`config.mk`:
```
export PLATFORM = sky130hd
export DESIGN_NAME = top_sorter
export DESIGN_NICKNAME = d
export VERILOG_FILES = /design/src/rtl/top_sorter.sv
export SDC_FILE = /design/constraint.sdc
export NUM_CORES = 1
export LEC_CHECK = 0
export CAP_MARGIN = 10
export CORE_MARGIN = 8
export CORE_UTILIZATION = 45
export DETAILED_ROUTE_END_ITERATION = 10
export GPL_ROUTABILITY_DRIVEN = 1
export GPL_TIMING_DRIVEN = 0
export PLACE_DENSITY = 0.69
export SYNTH_ARGS = -nofsm -noshare
export SYNTH_HDL_FRONTEND = slang
export SYNTH_SLANG_ARGS = --single-unit
```
`constraint.sdc`:
```
create_clock -name clk -period 4.2 [get_ports clk]
set_input_delay 1.05 -clock clk [delete_from_list [all_inputs] [get_ports clk]]
set_output_delay 1.05 -clock clk [all_outputs]
set_load 0.02 [all_outputs]
```
`src/rtl/top_sorter.sv`:
```
// -----------------------------------------------------------------------------
// top_sorter
//
// Serial bubble sorter for four samples. One shared compare-swap unit is
// stepped by a small FSM through the six compares of a 4-element bubble sort.
// The block is free running with a fixed 8-clock frame:
//   LOAD -> S0 -> S1 -> S2 -> S3 -> S4 -> S5 -> PUB -> LOAD ...
//
// Ports:
//   clk        rising-edge system clock
//   rst        asynchronous, active-high reset; clears all state
//   i1..i4     unsorted samples, captured only on the LOAD edge
//   o1..o4     sorted result, o1 smallest .. o4 largest (registered)
//   done       one-cycle strobe, high in the cycle after o1..o4 update
//   dbg_state  current FSM state, for observation only
//
// Parameters:
//   WIDTH   bit width of each sample
//   SIGNED  1 = two's-complement compare, 0 = unsigned compare
//
// Handshake: there is no valid/ready pair. The block never stalls; done is
// the only qualifier and marks the single cycle in which a freshly published
// result first appears on o1..o4. Consumers that miss it still see the same
// values held until the next publish.
// -----------------------------------------------------------------------------
`default_nettype none

module top_sorter #(
   parameter int WIDTH  = 4,
   parameter int SIGNED = 1
) (
   input  logic             clk,
   input  logic             rst,
   input  logic [WIDTH-1:0] i1,
   input  logic [WIDTH-1:0] i2,
   input  logic [WIDTH-1:0] i3,
   input  logic [WIDTH-1:0] i4,
   output logic [WIDTH-1:0] o1,
   output logic [WIDTH-1:0] o2,
   output logic [WIDTH-1:0] o3,
   output logic [WIDTH-1:0] o4,
   output logic             done,
   output logic [2:0]       dbg_state
);

   typedef enum logic [2:0] {
      LOAD = 3'd0,
      S0   = 3'd1,
      S1   = 3'd2,
      S2   = 3'd3,
      S3   = 3'd4,
      S4   = 3'd5,
      S5   = 3'd6,
      PUB  = 3'd7
   } state_t;

   state_t state;
   state_t state_nxt;

   // Working registers, r0 ends up smallest.
   logic [WIDTH-1:0] r0, r1, r2, r3;

   // Operands of the shared compare-swap unit.
   logic [WIDTH-1:0] cmp_left;
   logic [WIDTH-1:0] cmp_right;
   logic             swap;

   // Strict greater-than under the selected signedness. Equal operands give
   // 0, so equal values never move and the sort is stable.
   function automatic logic greater(input logic [WIDTH-1:0] a,
                                    input logic [WIDTH-1:0] b);
      logic res;
      if (SIGNED != 0) begin
         res = ($signed(a) > $signed(b));
      end else begin
         res = (a > b);
      end
      return res;
   endfunction

   // ---------------------------------------------------------------------------
   // FSM state register
   // ---------------------------------------------------------------------------
   always_ff @(posedge clk or posedge rst) begin
      if (rst) begin
         state <= LOAD;
      end else begin
         state <= state_nxt;
      end
   end

   // ---------------------------------------------------------------------------
   // Next state: unconditional walk through the frame.
   // ---------------------------------------------------------------------------
   always_comb begin
      state_nxt = LOAD;
      case (state)
         LOAD:    state_nxt = S0;
         S0:      state_nxt = S1;
         S1:      state_nxt = S2;
         S2:      state_nxt = S3;
         S3:      state_nxt = S4;
         S4:      state_nxt = S5;
         S5:      state_nxt = PUB;
         PUB:     state_nxt = LOAD;
         default: state_nxt = LOAD;
      endcase
   end

   assign dbg_state = state;

   // ---------------------------------------------------------------------------
   // Compare-swap operand select. Pass 1 covers (0,1),(1,2),(2,3); pass 2
   // covers (0,1),(1,2); pass 3 covers (0,1). After pass k the top k slots
   // already hold their final values, so later passes stop short.
   // ---------------------------------------------------------------------------
   always_comb begin
      cmp_left  = '0;
      cmp_right = '0;
      case (state)
         S0, S3, S5: begin
            cmp_left  = r0;
            cmp_right = r1;
         end
         S1, S4: begin
            cmp_left  = r1;
            cmp_right = r2;
         end
         S2: begin
            cmp_left  = r2;
            cmp_right = r3;
         end
         default: begin
            cmp_left  = '0;
            cmp_right = '0;
         end
      endcase
   end

   assign swap = greater(cmp_left, cmp_right);

   // ---------------------------------------------------------------------------
   // Working registers
   // ---------------------------------------------------------------------------
   always_ff @(posedge clk or posedge rst) begin
      if (rst) begin
         r0 <= '0;
         r1 <= '0;
         r2 <= '0;
         r3 <= '0;
      end else begin
         case (state)
            LOAD: begin
               r0 <= i1;
               r1 <= i2;
               r2 <= i3;
               r3 <= i4;
            end
            S0, S3, S5: begin
               if (swap) begin
                  r0 <= r1;
                  r1 <= r0;
               end
            end
            S1, S4: begin
               if (swap) begin
                  r1 <= r2;
                  r2 <= r1;
               end
            end
            S2: begin
               if (swap) begin
                  r2 <= r3;
                  r3 <= r2;
               end
            end
            default: begin
               // PUB leaves the working set untouched.
            end
         endcase
      end
   end

   // ---------------------------------------------------------------------------
   // Output registers: updated only on the PUB edge, held otherwise. done is
   // cleared every other edge so it is a single-cycle strobe.
   // ---------------------------------------------------------------------------
   always_ff @(posedge clk or posedge rst) begin
      if (rst) begin
         o1   <= '0;
         o2   <= '0;
         o3   <= '0;
         o4   <= '0;
         done <= 1'b0;
      end else begin
         done <= 1'b0;
         if (state == PUB) begin
            o1   <= r0;
            o2   <= r1;
            o3   <= r2;
            o4   <= r3;
            done <= 1'b1;
         end
      end
   end

endmodule

`default_nettype wire

```
=== Word-level counts from Yosys, hierarchy flattened ===
Memory sizes are Yosys's and may differ from the RTL's. A register that Yosys moved wholly into a read port is not among the register bits.
Index checks and enable logic that the tools add are counted.

* Latch bits: 0
* Output and inout port bits: 20
* RAM bits: 0
* Bits in read-only memories: 24
* Memories kept: 1
* Register bits after elaboration: 33
* Word-level logic and storage cells: 43
* Input bits: 18

* Magnitude comparators: 1
* Reduce and logical (&&, ||, !) cells: 11
* Divide/modulo/power cells: 0
* Equality and inequality tests: 10
* Add/sub/neg operators: 0
* Bitwise gates (word level): 0
* Mux-type cells: 11
* Multipliers: 0
* Shift-type cells: 0

{| class="wikitable"
|+ Memories
! memory !! depth !! bits a word !! read ports !! clocked after Yosys merged registers in !! write ports !! line !! RTL
|-
| (name not given) || 8 || 3 || 1 || 1 || 0 || 97 || <nowiki>case (state)</nowiki>
|}

{| class="wikitable"
|+ Operator list
! operator !! count
|-
| 4-bit case mux with 3 select lines || 4
|-
| 4-bit two-way mux || 4
|-
| 4-bit case mux with 2 select lines || 2
|-
| 3-bit equality test (second input constant) || 4
|-
| 3-bit by 2-bit equality test with 1-bit output (second input constant) || 2
|-
| 2-bit != test (second input constant) || 3
|-
| 3-bit AND reduction || 2
|-
| 3-bit nonzero test || 2
|-
| 4-bit > comparator || 1
|-
| 2-bit AND reduction || 2
|-
| 2-bit nonzero test || 2
|-
| 3-bit by 1-bit equality test with 1-bit output (second input constant) || 1
|-
| 3-bit zero test || 1
|-
| 3-bit OR reduction || 1
|-
| 2-bit OR reduction || 1
|-
| 1-bit two-way mux || 1
|}

=== Logic depth before layout (Yosys ltp) ===
Gate-level depths: netlist of the first run.

* Depth after elaboration: 6
* Mapped depth: 13
* Gate-level depth less buffers: 12

=== Worst setup path after synthesis of the first run ===
No wires, ideal clock.

* Path kind: flip-flop to flip-flop
* Start: reg state[0] (netlist: dbg_state[0])
* End: reg r2[0]
* Slack: 0.985 ns
* Clock period less this slack: 3.215 ns
* Arrival: 3.090 ns
* Cell stages (with the launch flop): 14
* Required time: 4.075 ns
* Cell sequence: dfrtp_1 > inv_1 > ha_1 > nor3b_4 > nor2_4 > buf_2 > a222oi_1 > nor2_1 > ha_1 > nor2b_1 > o21ai_0 > a31oi_2 > mux2i_2 > mux2_2

* Cells in the longest elaborated chain, start to end: 6
* Elaborated cells on any way between the ends: 17
* Those cells by class: order compare (1); eq/ne (8); mux (3); reduce/logical (5)

{| class="wikitable"
|+ Ends and longest elaborated chain
! element !! line !! RTL
|-
| start, declared || 57 || <nowiki>state_t state;</nowiki>
|-
| 3-bit by 1-bit equality test with 1-bit output (tied with other cells) || 120 || <nowiki>case (state)</nowiki>
|-
| 3-bit OR reduction or 2-bit OR reduction (tied branches) || 120, 152 ||
|-
| 4-bit case mux with 3 select lines || 120 ||
|-
| 4-bit > comparator || 74 || <nowiki>res = ($signed(a) > $signed(b));</nowiki>
|-
| 2-bit != test (no line) || - ||
|-
| 3-bit AND reduction (no line) || - ||
|-
| end signal, assigned || 156 || <nowiki>r2 <= i3;</nowiki>
|-
| end signal, assigned || 168 || <nowiki>r2 <= r1;</nowiki>
|-
| end signal, assigned || 173 || <nowiki>r2 <= r3;</nowiki>
|-
| end, declared || 61 || <nowiki>logic [WIDTH-1:0] r0, r1, r2, r3;</nowiki>
|}

Parallel ways exist; a longest one is shown, timed or not.
A chain may end at the register's enable or synchronous reset.

=== Worst setup path in the final report of the first run ===
Ends and elaborated chain as after synthesis.

==> reports/results.ini, run 1 <==
[cts]
clock-sinks=36
path_clk_slew_ns=0.07
clock_latency_ns=0.29
clockBufferDepth=2
cts_tree=done
root_buffer=clkbuf_8
cts.repair.resized=0
htree_num_levels=2
post_cts_buffers=0
cts_buffers=5
cts_hold_buf=0

[logic_synthesis]
synth-edff-count=0
yosysSeqAreaShare_pct=44.61
synth_ff_type=dfrtp_1
netlist-cell-type-count=34
synth_area_per_cell_um2=11.54
ys_warn_count=0
syn_area_um2=2019
syn_inst=175
yosys_register_bits=36
async_flop_share_pct=100.0
syn_nets=203

[placement]
dp_slack_ns=0.7717
port_buffers=37
dpl-instance-area_um2=2482
routabilityCongestion=0.9292
dp_hpwl_um=3554

[critical_path]
start_kind=flop
endpoint=r2[0]
required_ns=4.37
arrival_ns=3.68
r2r-start=dbg_state[0]
rr_endpoint=r2[0]
end_kind=flop
reg2reg_setup_slack_ns=0.70
ff2ff_path_depth=12
worstSetupStartpoint=dbg_state[0]
worstPathMaxFanout=10
path_class=flop to flop

[drt]
drc_errors=0
wl_per_cell_um=17.04
drt_iter0_drc=104
vias=1516
dr.pass1.iters=6
routed_wl_um=4634
ant_nets=0
viasPerCell=5.574

[die]
die-area_um2=6887
initial_core_util_pct=46.38
io_pins=38
num_rows=24
fp.coreArea_um2=4354
fp.dieW_um=82.99
fp.dieH_um=82.99

[final_layout]
mostFrequentLayoutCells=clkdlybuf4s50_1 (37), dfrtp_1 (36), mux2_2 (31), nand2_1 (23)
syn_to_final_growth_pct=26.77
design_area_um2=2560
utilization_pct=58.79
num_antenna_cells=0
drive_above_1_share_pct=25.91
num-fill-cells=376
nNetsFinal=248
layout_commonest_cell=clkdlybuf4s50_1

[global_route]
grt_overflow=0
antenna_found_initial=0
grtUsageTotal_pct=13.63
grt_pass1_wl_um=7769
grt_pass1_vias=1604
grt_max_degree=21

[sta]
fin_ws_ns=0.6994
tns_ns=0
slew_headroom_pct=51.84
clock_skew_ns=0.004003
finalSetupViolations=0
worst_slew_pin_slew_ns=0.7216
fmax_mhz=285.7
finalCritPeriodShare_pct=83.35
rsz0062_at_grt=no
final_max_slew_viol_count=0
post-route-min-period_ns=3.501
report.final.hold_viol_count=0

[run_status]
status=completed

[power]
power.total_w=0.001109
p_leak_nw=1.126
power_density_nw_per_um2=433.1
peakVddDrop_uv=304.7

[job]
drv_cap=0

[worst_hold_path]
min_path_type=flop to flop

[per-stage QoR]
stage          hold slack [ns]  std cells
6_report                0.5031        272
5_1_grt                 0.5214        272
4_1_cts                 0.5087        272
3_5_place_dp            0.4934        265
3_3_place_gp            0.4882        264
2_1_floorplan           0.5116        175
[cell families after synthesis]
kind of cell,count (synthesis),share of synthesized area (%)
AOI/OAI and AO/OA,31,12.08
and+or+nand+nor,47,11.34
adders and majority gates,10,6.196
xor gates and xnor gates,1,0.4338
buffers and inverters,12,3.159
DFF,36,44.61
muxes,38,22.18
[final cells by class]
cell class	instances	area (um^2)	share of cell area, %
clock inverter	1	5.005	0.1955
multi-input combinational	127	1055	41.20
timing repair buffer	38	397.9	15.54
buffer	6	41.29	1.613
inverter	6	22.52	0.8798
tap	52	65.06	2.542
clock buffer	6	72.57	2.835
sequential	36	900.9	35.19
[worst max-delay path, stage by stage, from the launching register on]
cell and delay (ns):
dfrtp_1 0.45, ha_1 0.31, nor2b_1 0.16, buf_2 0.17, buf_1 0.26, a222oi_1 0.40, nor2_1 0.08, ha_1 0.31
nor2b_1 0.13, o21ai_0 0.18, a31oi_2 0.19, mux2i_2 0.35, mux2_2 0.38
[per-layer routing]
| metal | share of wire, % | track usage (%) | vias to the layer above |
|---|---|---|---|
| li1 | - | - | 711 |
| met1 | 43 | 16.18 | 743 |
| met2 | 49 | 21.64 | 54 |
| met3 | 6.3 | 5.176 | 8 |
| met4 | 1.6 | 5.272 | 0 |
| met5 | 0 | 0 | - |
[flip-flops by register name, summed over array words and instances, names as in the netlist]
| signal | cells |
|---|---|
| dbg_state | 3 |
| done | 1 |
| o1 | 4 |
| o2 | 4 |
| o3 | 4 |
| o4 | 4 |
| r0 | 4 |
| r1 | 4 |
| r2 | 4 |
| r3 | 4 |
[worst min-delay path by stage]
| stage | from | endpoint | slack, ns | cells past startpoint |
|---|---|---|---|---|
| 6_report | o3[2] | o3[2] | 0.50 | 1 |
| 4_1_cts | o4[1] | o4[1] | 0.51 | 1 |
| 3_5_place_dp | o4[1] | o4[1] | 0.49 | 1 |
| 2_1_floorplan | r2[0] | o3[0] | 0.51 | 1 |
| 3_3_place_gp | o2[0] | o2[0] | 0.49 | 1 |
| 5_1_grt | o4[1] | o4[1] | 0.52 | 1 |
[power breakdown]
part	internal (W)	switching, W	total (W)
Clock	0.000113	0.000122	0.000234
Combinational	0.000223	0.000177	0.000399
Sequential	0.000429	0.0000458	0.000475
Total	0.000765	0.000344	0.00111
[Yosys cell counts (2+ instances only)]
master	number	share of area, %
o21ai_0	8	2.0
buf_2	3	0.74
nor2b_1	4	1.2
a222oi_1	3	1.5
buf_6	2	1.1
inv_1	6	1.1
mux2_2	31	17
and2_1	3	0.93
a22oi_1	3	1.1
a21oi_2	2	0.87
or2_1	2	0.62
mux2_4	5	3.7
nor2_1	10	1.9
a21oi_1	2	0.50
a221oi_1	3	1.3
a221o_1	4	2.0
dfrtp_1	36	45
nand2_1	23	4.3
ha_1	10	6.2
(Power assumes the default switching activity.)
==> run 2: changes to the inputs <==
--- a/config.mk
+++ b/config.mk
@@ -11,7 +11,7 @@
 export DETAILED_ROUTE_END_ITERATION = 10
 export GPL_ROUTABILITY_DRIVEN = 1
 export GPL_TIMING_DRIVEN = 0
-export PLACE_DENSITY = 0.69
+export PLACE_DENSITY = 0.71
 export SYNTH_ARGS = -nofsm -noshare
 export SYNTH_HDL_FRONTEND = slang
 export SYNTH_SLANG_ARGS = --single-unit
==> constraint.sdc (replaced) <==
create_clock -name clk -period 3 [get_ports clk]
set_input_delay 0.75 -clock clk [delete_from_list [all_inputs] [get_ports clk]]
set_output_delay 0.75 -clock clk [all_outputs]
set_load 0.02 [all_outputs]
==> run 2 against run 1 <==
Net effect: the flow now finishes with violations (negative setup slack); register-to-register slack worse by 0.83 ns; sequential share of layout area down 3.4 points; critical endpoint is now r2[1]; global-route usage up 0.62 points; total power up 44%; die area unchanged; via count up 3.9%; first-iteration DRC count down 30%; final area up 11%.
==> reports/results.ini, run 2 (synthesized netlist as in run 1, its figures left out) <==
[sta]
tns_ns=-1.530
worst_slew_pin_slew_ns=0.8131
final_max_slew_viol_count=0
report.final.hold_viol_count=0
fin_ws_ns=-0.1336
post-route-min-period_ns=3.134
fmax_mhz=319.1
finalSetupViolations=16
slew_headroom_pct=45.73
finalCritPeriodShare_pct=104.5
clock_skew_ns=0.009655
rsz0062_at_grt=yes

[global_route]
grt_pass1_wl_um=8155
grtUsageTotal_pct=14.24
grt_overflow=0
antenna_found_initial=0
grt_max_degree=20
grt_pass1_vias=1668

[power]
peakVddDrop_uv=450.1
power.internal_w=0.001118
p_sw_w=0.0004822
clockPowerShare_pct=22.2
sw_frac_of_total_pct=30.13
power_density_nw_per_um2=563.5
power_frac_seq_pct=41.5
p_leak_nw=1.270
p_comb_share_pct=36.3

[drt]
routed_wl_um=4969
dr.pass1.iters=5
routed-wl-met3_um=288
viasPerCell=5.450
drt_iter0_drc=73
wl_per_cell_um=17.19
met2WireLength_um=2468
drc_errors=0
highest_layer=met4
ant_nets=0
met1_length_um=2148
vias=1575

[worst_hold_path]
min_path_type=flop to flop
min-delay-start=o3[1]
min_path_cells=1
whs_endpoint=o3[1]

[final_layout]
layout_commonest_cell=clkdlybuf4s50_1
utilization_pct=65.23
nNetsFinal=264
design_area_um2=2840
num-fill-cells=330
regArea_um2=903.4
multi_input_area_um2=1181
num_antenna_cells=0
syn_to_final_growth_pct=40.64
mostFrequentLayoutCells=clkdlybuf4s50_1 (37), dfrtp_1 (34), nand2_1 (23), mux2_2 (22), buf_4 (17)
layout.cells.non_filler=289
drive_above_1_share_pct=37.13

[die]
die-area_um2=6887
initial_core_util_pct=46.38
io_pins=38
fp.coreArea_um2=4354
fp.dieH_um=82.99
num_rows=24
fp.dieW_um=82.99

[critical_path]
ff2ff_path_depth=14
slowest_delay_ns=0.46
path_class=flop to flop
end_kind=flop
start_kind=flop
reg2reg_setup_slack_ns=-0.13
cp_cell_sequence=inv_4 > ha_4 > nor3b_4 > nor2_4 > buf_6 > a222oi_1 > nor2_1 > ha_1 > nor2b_1 > o21ai_1 > a31oi_2 > buf_4 > mux2i_4 > mux2_4
required_ns=3.17
worstPathMaxFanout=8
rr_endpoint=r2[1]
r2r-start=dbg_state[0]
cp_slowest_cell=dfrtp_2
arrival_ns=3.30

[cts]
clock_latency_ns=0.29
htree_num_levels=2
cts_tree=done
clockBufferDepth=2
root_buffer=clkbuf_8
path_clk_slew_ns=0.08
cts_buffers=5
cts_hold_buf=0
clock-sinks=36

[job]
drv_cap=0

[placement]
routabilityCongestion=0.8813
dpl-instance-area_um2=2494
port_buffers=37
dpl.cell_count=265
dp_slack_ns=-0.2803
dp_hpwl_um=3400

[run_status]
violations=negative setup slack
status=complete, but fails checks

run 2: cell types whose count changed in the layout (fill, tap and decap cells not counted), moves of 3 or more:
cell    before  now
mux2_2      31   22
ha_4         0    3
ha_1        10    6
buf_4        0   17
mux2_4       5   14
run 2: per-layer routing:
| layer | vias to the layer above | track usage [%] |
|---|---|---|
| met5 | - | 0 |
| met4 | 0 | 4.792 |
| met3 | 9 | 3.809 |
| met2 | 54 | 23.27 |
| met1 | 759 | 17.63 |
| li1 | 753 | - |
run 2: power by group through the flow:
stage / registers [W] / logic [W] / clock network [W]
floorplan: 0.000797 / 0.000160 / 0
global placement: 0.000669 / 0.000551 / 0
detailed placement: 0.000675 / 0.000564 / 0
global route: 0.000681 / 0.000615 / 0.000381
finish: 0.000664 / 0.000581 / 0.000355
CTS: 0.000666 / 0.000582 / 0.000365
run 2: area by class of cell:
type	count	area share [%]
Timing Repair Buffer	56	18.90
Sequential cell	36	31.81
Clock buffer	8	3.172
Multi-Input combinational cell	127	41.59
Inverter	6	0.8811
Tap cell	52	2.291
Buffer	4	1.366
run 2: how the worst max path moves through the flow:
stage | slack [ns] | start | to | cells after the start
CTS | -0.04 | dbg_state[0] | r2[2] | 14
global route | -0.24 | dbg_state[0] | r2[2] | 14
detailed placement | -0.28 | dbg_state[1] | r2[0] | 13
floorplan | 0.002 | dbg_state[1] | r2[0] | 13
finish | -0.13 | dbg_state[0] | r2[1] | 14
global placement | -0.28 | dbg_state[1] | r2[0] | 13
run 2: timing repair:
item | CTS | global route
buffers inserted | 15 | 3
endpoints found under the setup margin | 16 | 16
hold endpoints to repair | 0 | 0
pin swaps | 11 | 4
cloned | 0 | 0
resized for setup | 26 | 6
run 2: worst max-delay path, delay by kind of cell, from the launching register on:
family,cells,cell delay [ns]
muxes,2,0.61
and+or+nand+nor,4,0.55
AOI/OAI and AO/OA,3,0.53
adders and majority gates,2,0.47
DFF,1,0.46
buffers and inverters,3,0.39
run 2: per-stage QoR:
stage,power [W],hold WS (ns)
after CTS,0.001613,0.5082
final,0.001601,0.5024
after global routing,0.001676,0.5251
after floorplan,0.0009569,0.5116
after detailed placement,0.001239,0.4930
after global placement,0.001220,0.4875
